==> config.mk <==
export PLATFORM = sky130hd
export DESIGN_NAME = im2col_mem_arb
export DESIGN_NICKNAME = d
export VERILOG_FILES = /design/src/rtl/im2col_mem_arb.sv
export SDC_FILE = /design/constraint.sdc
export NUM_CORES = 1
export LEC_CHECK = 0
export BUFFER_PORTS_ARGS = -buffer_cell sky130_fd_sc_hd__buf_2
export CAP_MARGIN = 20
export CORE_MARGIN = 2
export CORE_UTILIZATION = 23
export DETAILED_ROUTE_END_ITERATION = 6
export PLACE_DENSITY = 0.68
export SETUP_SLACK_MARGIN = 0.15
export SLEW_MARGIN = 30
export SYNTH_ARGS = -nofsm -noshare
export SYNTH_HDL_FRONTEND = slang
export SYNTH_SLANG_ARGS = --single-unit
export TNS_END_PERCENT = 1
==> constraint.sdc <==
create_clock -name clk -period 2.14 [get_ports clk]
set_input_delay 0.214 -clock clk [delete_from_list [all_inputs] [get_ports clk]]
set_output_delay 0.214 -clock clk [all_outputs]
set_load 0.02 [all_outputs]
==> src/rtl/im2col_mem_arb.sv <==
// Shares one single-port data SRAM between NUM_REQ engines with round-robin
// arbitration and a per-grant burst cap; define ARB_FIXED_PRIO_EN for fixed priority.
module im2col_mem_arb #(
    parameter int NUM_REQ    = 3,
    parameter int ADDR_WIDTH = 32,
    parameter int DATA_WIDTH = 8,
    parameter int MAX_BURST  = 16
) (
    input  logic                          clk,
    input  logic                          rst_n,
    input  logic [NUM_REQ-1:0]            req,
    input  logic [NUM_REQ*ADDR_WIDTH-1:0] req_addr,
    input  logic [NUM_REQ*DATA_WIDTH-1:0] req_wdata,
    input  logic [NUM_REQ-1:0]            req_we,
    output logic [NUM_REQ-1:0]            gnt,
    output logic [NUM_REQ-1:0]            rvalid,
    output logic [DATA_WIDTH-1:0]         rdata,
    output logic                          mem_en,
    output logic                          mem_we,
    output logic [ADDR_WIDTH-1:0]         mem_addr,
    output logic [DATA_WIDTH-1:0]         mem_wdata,
    input  logic [DATA_WIDTH-1:0]         mem_rdata,
    output logic                          busy
);

    localparam int PTR_W = $clog2(NUM_REQ);
    localparam int CNT_W = $clog2(MAX_BURST + 1);
    localparam logic [CNT_W-1:0] LAST_BEAT = CNT_W'(MAX_BURST - 1);

    typedef enum logic {
        S_IDLE  = 1'b0,
        S_GRANT = 1'b1
    } state_t;

    state_t             state_q, state_d;
    logic [NUM_REQ-1:0] gnt_q, gnt_d;
    logic [NUM_REQ-1:0] rvalid_q, rvalid_d;
    logic [PTR_W-1:0]   rr_ptr_q, rr_ptr_d;
    logic [CNT_W-1:0]   burst_cnt_q, burst_cnt_d;

    logic [PTR_W-1:0]   winner;
    logic [PTR_W-1:0]   idx;
    logic               owner_req;
    logic               owner_we;
    logic               access;

    // Handshake: a transfer happens in every cycle where gnt[k] & req[k]; the
    // requester keeps req and its addr/wdata/we stable until that cycle.
    assign owner_req = req[rr_ptr_q];
    assign owner_we  = req_we[rr_ptr_q];
    assign access    = (state_q == S_GRANT) && owner_req;

    // Loops run backwards so the last hit is the first in scan order.
    always_comb begin
        winner = '0;
        idx    = '0;
`ifdef ARB_FIXED_PRIO_EN
        for (int i = NUM_REQ - 1; i >= 0; i--) begin
            idx = PTR_W'(i);
            if (req[idx]) winner = idx;
        end
`else
        for (int i = NUM_REQ; i >= 1; i--) begin
            idx = PTR_W'((int'(rr_ptr_q) + i) % NUM_REQ);
            if (req[idx]) winner = idx;
        end
`endif
    end

    always_ff @(posedge clk or negedge rst_n) begin
        if (!rst_n) begin
            state_q     <= S_IDLE;
            gnt_q       <= '0;
            rvalid_q    <= '0;
            rr_ptr_q    <= PTR_W'(NUM_REQ - 1);
            burst_cnt_q <= '0;
        end else begin
            state_q     <= state_d;
            gnt_q       <= gnt_d;
            rvalid_q    <= rvalid_d;
            rr_ptr_q    <= rr_ptr_d;
            burst_cnt_q <= burst_cnt_d;
        end
    end

    always_comb begin
        state_d     = state_q;
        gnt_d       = gnt_q;
        rr_ptr_d    = rr_ptr_q;
        burst_cnt_d = burst_cnt_q;
        rvalid_d    = '0;
        case (state_q)
            S_IDLE: begin
                if (|req) begin
                    state_d     = S_GRANT;
                    gnt_d       = NUM_REQ'(1) << winner;
                    rr_ptr_d    = winner;
                    burst_cnt_d = '0;
                end
            end
            S_GRANT: begin
                if (!owner_req) begin
                    state_d = S_IDLE;
                    gnt_d   = '0;
                end else begin
                    burst_cnt_d = burst_cnt_q + CNT_W'(1);
                    if (burst_cnt_q == LAST_BEAT) begin
                        state_d = S_IDLE;
                        gnt_d   = '0;
                    end
                end
            end
            default: begin
                state_d = S_IDLE;
                gnt_d   = '0;
            end
        endcase
        // Read data returns one cycle later, even if the grant has been released.
        if (access && !owner_we) rvalid_d = NUM_REQ'(1) << rr_ptr_q;
    end

    always_comb begin
        gnt       = gnt_q;
        rvalid    = rvalid_q;
        rdata     = mem_rdata;
        busy      = (state_q == S_GRANT);
        mem_en    = access;
        mem_we    = access && owner_we;
        mem_addr  = '0;
        mem_wdata = '0;
        if (access) begin
            mem_addr  = req_addr[rr_ptr_q*ADDR_WIDTH +: ADDR_WIDTH];
            mem_wdata = req_wdata[rr_ptr_q*DATA_WIDTH +: DATA_WIDTH];
        end
    end

endmodule

==> impl_metrics.csv <==
group,metric,value,unit
sta,maxSlewViolCount,0,
drt,drtIter0Drc,52,
power,totalPowerFinal,4720,µW
outcome,status,"completed",
clocking,numCtsBuffers,3,
final_layout,syn_to_final_growth,80.1,%
worst_setup_path,cp_max_fo,7,
worst_setup_path,path_common_cell,"buf_6",
clocking,htreeDepth,1,
place,dp.cells,534,
synth,synthDistinctLibCells,33,
place,gp_congestion,0.759,
synth,synth-seq-area-share,0.183,
die,row_count,33,
clocking,cts_root_buf,"clkbuf_8",
die,start_util,0.235,
place,io_buffer_count,176,
sta,finalCritPeriodShare,0.986,
global_routing,antenna_found_initial,0,
power,static-leakage-power,0.00184,µW
die,pin_count,193,
die,die_area,9100,µm²
sta,maxSlewHeadroom,0.613,
clocking,clock-sinks,14,
power,switching_share,0.515,
drt,routedWlPerCell,15.5,µm
worst_setup_path,worstPathArrival,1.90,ns
sta,period_needed,2.11,ns
synth,synthCells,277,
worst_setup_path,slowest_delay,0.66,ns
drt,wirelength,8750,µm
global_routing,grtUsageTotal,0.137,
drt,vias_per_cell,4.81,
worst_setup_path,cpMaxStageDelayCell,"dfstp_4",
synth,yosys_warnings,0,
worst_setup_path,cp-end-kind,"output pin",
clocking,clk_pin_slew,0.05,ns
hold_path,hp-start,"req_we[1]",
worst_setup_path,path_cells,"buf_6 > buf_6 > clkbuf_16 > mux2i_1 > nor2_1 > a21oi_1 > nor2_2 > buf_4",
sta,setup_viol_count_final,0,
synth,syn-mean-instance-area,6.93,µm²
flow_run,cap_violations,0,
sta,grt_setup_unrepaired,"yes",
drt,drcViolationCount,0,
worst_setup_path,cp.required,1.93,ns
final_layout,layout-drive-gt1-share,0.534,
hold_path,hold_path.class,"input pin to register",
sta,whs,0.336,ns
die,fp.dieW,95.4,µm
sta,hold_viol,0,
synth,syn_nets,420,
worst_setup_path,worstSetupPathType,"register to output pin",
final_layout,finish.cell_count_without_fillers,564,
place,dp_hpwl,5180,µm
power,p_seq_frac,0.104,
worst_setup_path,timing.rr.start,"rr_ptr_q[1]$_DFFE_PN1P_",
sta,worstMarginPinSlew,0.581,ns
die,core-area,8180,µm²
global_routing,grt_remaining_overflow,0,
worst_setup_path,path_buf_inv,4,
global_routing,grt_pass1_vias,2248,
worst_setup_path,path_delay_family,"flip-flops",
power,pwr-share-comb,0.850,
drt,drtPass1Iterations,4,
clocking,cts_buffer_depth,2,
sta,skew,0.00310,ns
power,intPower,2290,µW
synth,ys_ff_latch,14,
clocking,clock_latency,0.24,ns
final_layout,antenna_cells,0,
clocking,cts_tree,"done",
power,power_switching,2430,µW
power,vdd_drop_max,0.515,mV
power,pwr-share-clk,0.046,
global_routing,grt_pass1_wl,10100,µm
drt,ant_nets,0,
worst_setup_path,worstSetupStartpointType,"register",
die,die_h,95.4,µm
final_layout,layout.nets,603,
sta,max_freq,474,MHz
power,power_density,1360,nW/µm²
worst_setup_path,startpoint,"rr_ptr_q[1]$_DFFE_PN1P_",
global_routing,grt_start_max_net_pins,47,
synth,synth_area,1920,µm²
drt,num_vias,2715,
## cell families (layout without fill, tap and decap cells)
group	after synthesis	count (layout)	share of synthesized area
fa+ha+maj	7	7	0.0456
flops	14	14	0.183
buf+inv	38	215	0.111
compound gates	57	57	0.165
mux	48	48	0.250
simple gates	113	118	0.244
## layer usage
layer,up-vias,share of wire,GRT usage
met5,-,0,0
met4,0,0.0023,0.00833
met3,7,0.075,0.0221
met2,146,0.51,0.269
met1,1252,0.41,0.161
li1,1310,-,-
## state kept, by name, summed over array words and instances, names as in the netlist
register,count
burst_cnt_q,5
gnt,3
busy,1
rvalid,3
rr_ptr_q,2
## power by group through the flow
stage / Sequential (µW) / Clock [µW] / Combinational, µW
6_report: 489 / 219 / 4010
4_1_cts: 463 / 227 / 3010
3_5_place_dp: 459 / 0 / 2830
3_3_place_gp: 452 / 0 / 2770
5_1_grt: 509 / 241 / 4330
2_1_floorplan: 460 / 0 / 2110
## per-stage QoR
step / util / TNS [ns] / instance area (µm²) / setup WS [ns]
after floorplan: - / 0 / 1930 / 0.156
after global placement: 0.347 / 0 / 2840 / 0.0568
after detailed placement: 0.347 / -0.0136 / 2840 / -0.0136
after CTS: 0.363 / 0 / 2970 / 0.0382
after global routing: 0.423 / -0.310 / 3460 / -0.0386
final: 0.423 / 0 / 3460 / 0.0307
## final cells by class
class                   count  area, µm²
clock buffers               4       45.0
fillers                   815       4720
inverters                   9       33.8
multi-input cells         230       1540
flip-flops and latches     14        357
well taps                 105        131
repair buffers            202       1350
## worst paths after layout
check                                                   to  slack (ns)  cells after the start
worst min-delay path                   rvalid[1]$_DFF_PN0_        0.34                      3
worst max register to register          gnt[0]$_DFFE_PN0P_        0.10                      7
max in group asynchronous          rr_ptr_q[1]$_DFFE_PN1P_        1.46                      2
worst min register to register  burst_cnt_q[3]$_DFFE_PN0P_        0.49                      1
min in group asynchronous       burst_cnt_q[2]$_DFFE_PN0P_        0.39                      2
worst max-delay path                          mem_addr[28]        0.03                      8
## placed cells by master, fill, tap and decap left out, types with 3 or more instances in the layout
master	count
buf_2	143
nor2_1	70
mux2i_1	47
a21oi_1	36
buf_4	33
buf_6	16
nor2_2	12
dfrtp_1	12
nand2_1	9
inv_1	7
nor2_4	7
and3_1	6
a21oi_2	5
o21ai_0	5
clkbuf_16	5
nand3_1	4
ha_1	4
ha_2	3
clkbuf_8	3
buf_12	3
## cell usage after synthesis
cell type / count / share of area
a21boi_0: 2 / 0.0078
a21oi_1: 41 / 0.11
a31oi_1: 1 / 0.0033
and2_1: 1 / 0.0033
and3_1: 6 / 0.020
buf_2: 5 / 0.013
buf_4: 9 / 0.035
buf_6: 4 / 0.023
clkbuf_1: 10 / 0.020
clkbuf_2: 1 / 0.0026
dfrtp_1: 13 / 0.17
dfstp_2: 1 / 0.014
ha_1: 7 / 0.046
inv_1: 8 / 0.016
inv_2: 1 / 0.0020
mux2i_1: 48 / 0.25
nand2_1: 9 / 0.018
nand2_4: 1 / 0.0059
nand2b_1: 1 / 0.0033
nand3_1: 4 / 0.010
nor2_1: 86 / 0.17
nor2b_1: 1 / 0.0033
nor3_1: 1 / 0.0026
nor3b_1: 1 / 0.0039
nor4_1: 1 / 0.0033
o211ai_1: 2 / 0.0078
o21ai_0: 5 / 0.013
o221ai_1: 1 / 0.0046
o22ai_1: 2 / 0.0065
o22ai_2: 1 / 0.0065
o2bb2ai_1: 1 / 0.0046
o311ai_0: 1 / 0.0046
or2_2: 1 / 0.0033
## worst register-to-register path: stages, from the launching register on
cell and delay (ns):
dfstp_4 0.66, mux2i_2 0.28, o22ai_4 0.12, buf_4 0.14, buf_4 0.14, buf_4 0.14, a31oi_1 0.28, o22ai_1 0.15
## what timing repair did
item,in CTS,in global routing
endpoints found under the hold margin,13,0
setup endpoints to repair,46,47
hold buffers,1,0
setup buffers,5,7
cloned,2,11
resized for setup,9,85
pin swaps,2,8
(Power assumes the default switching activity.)
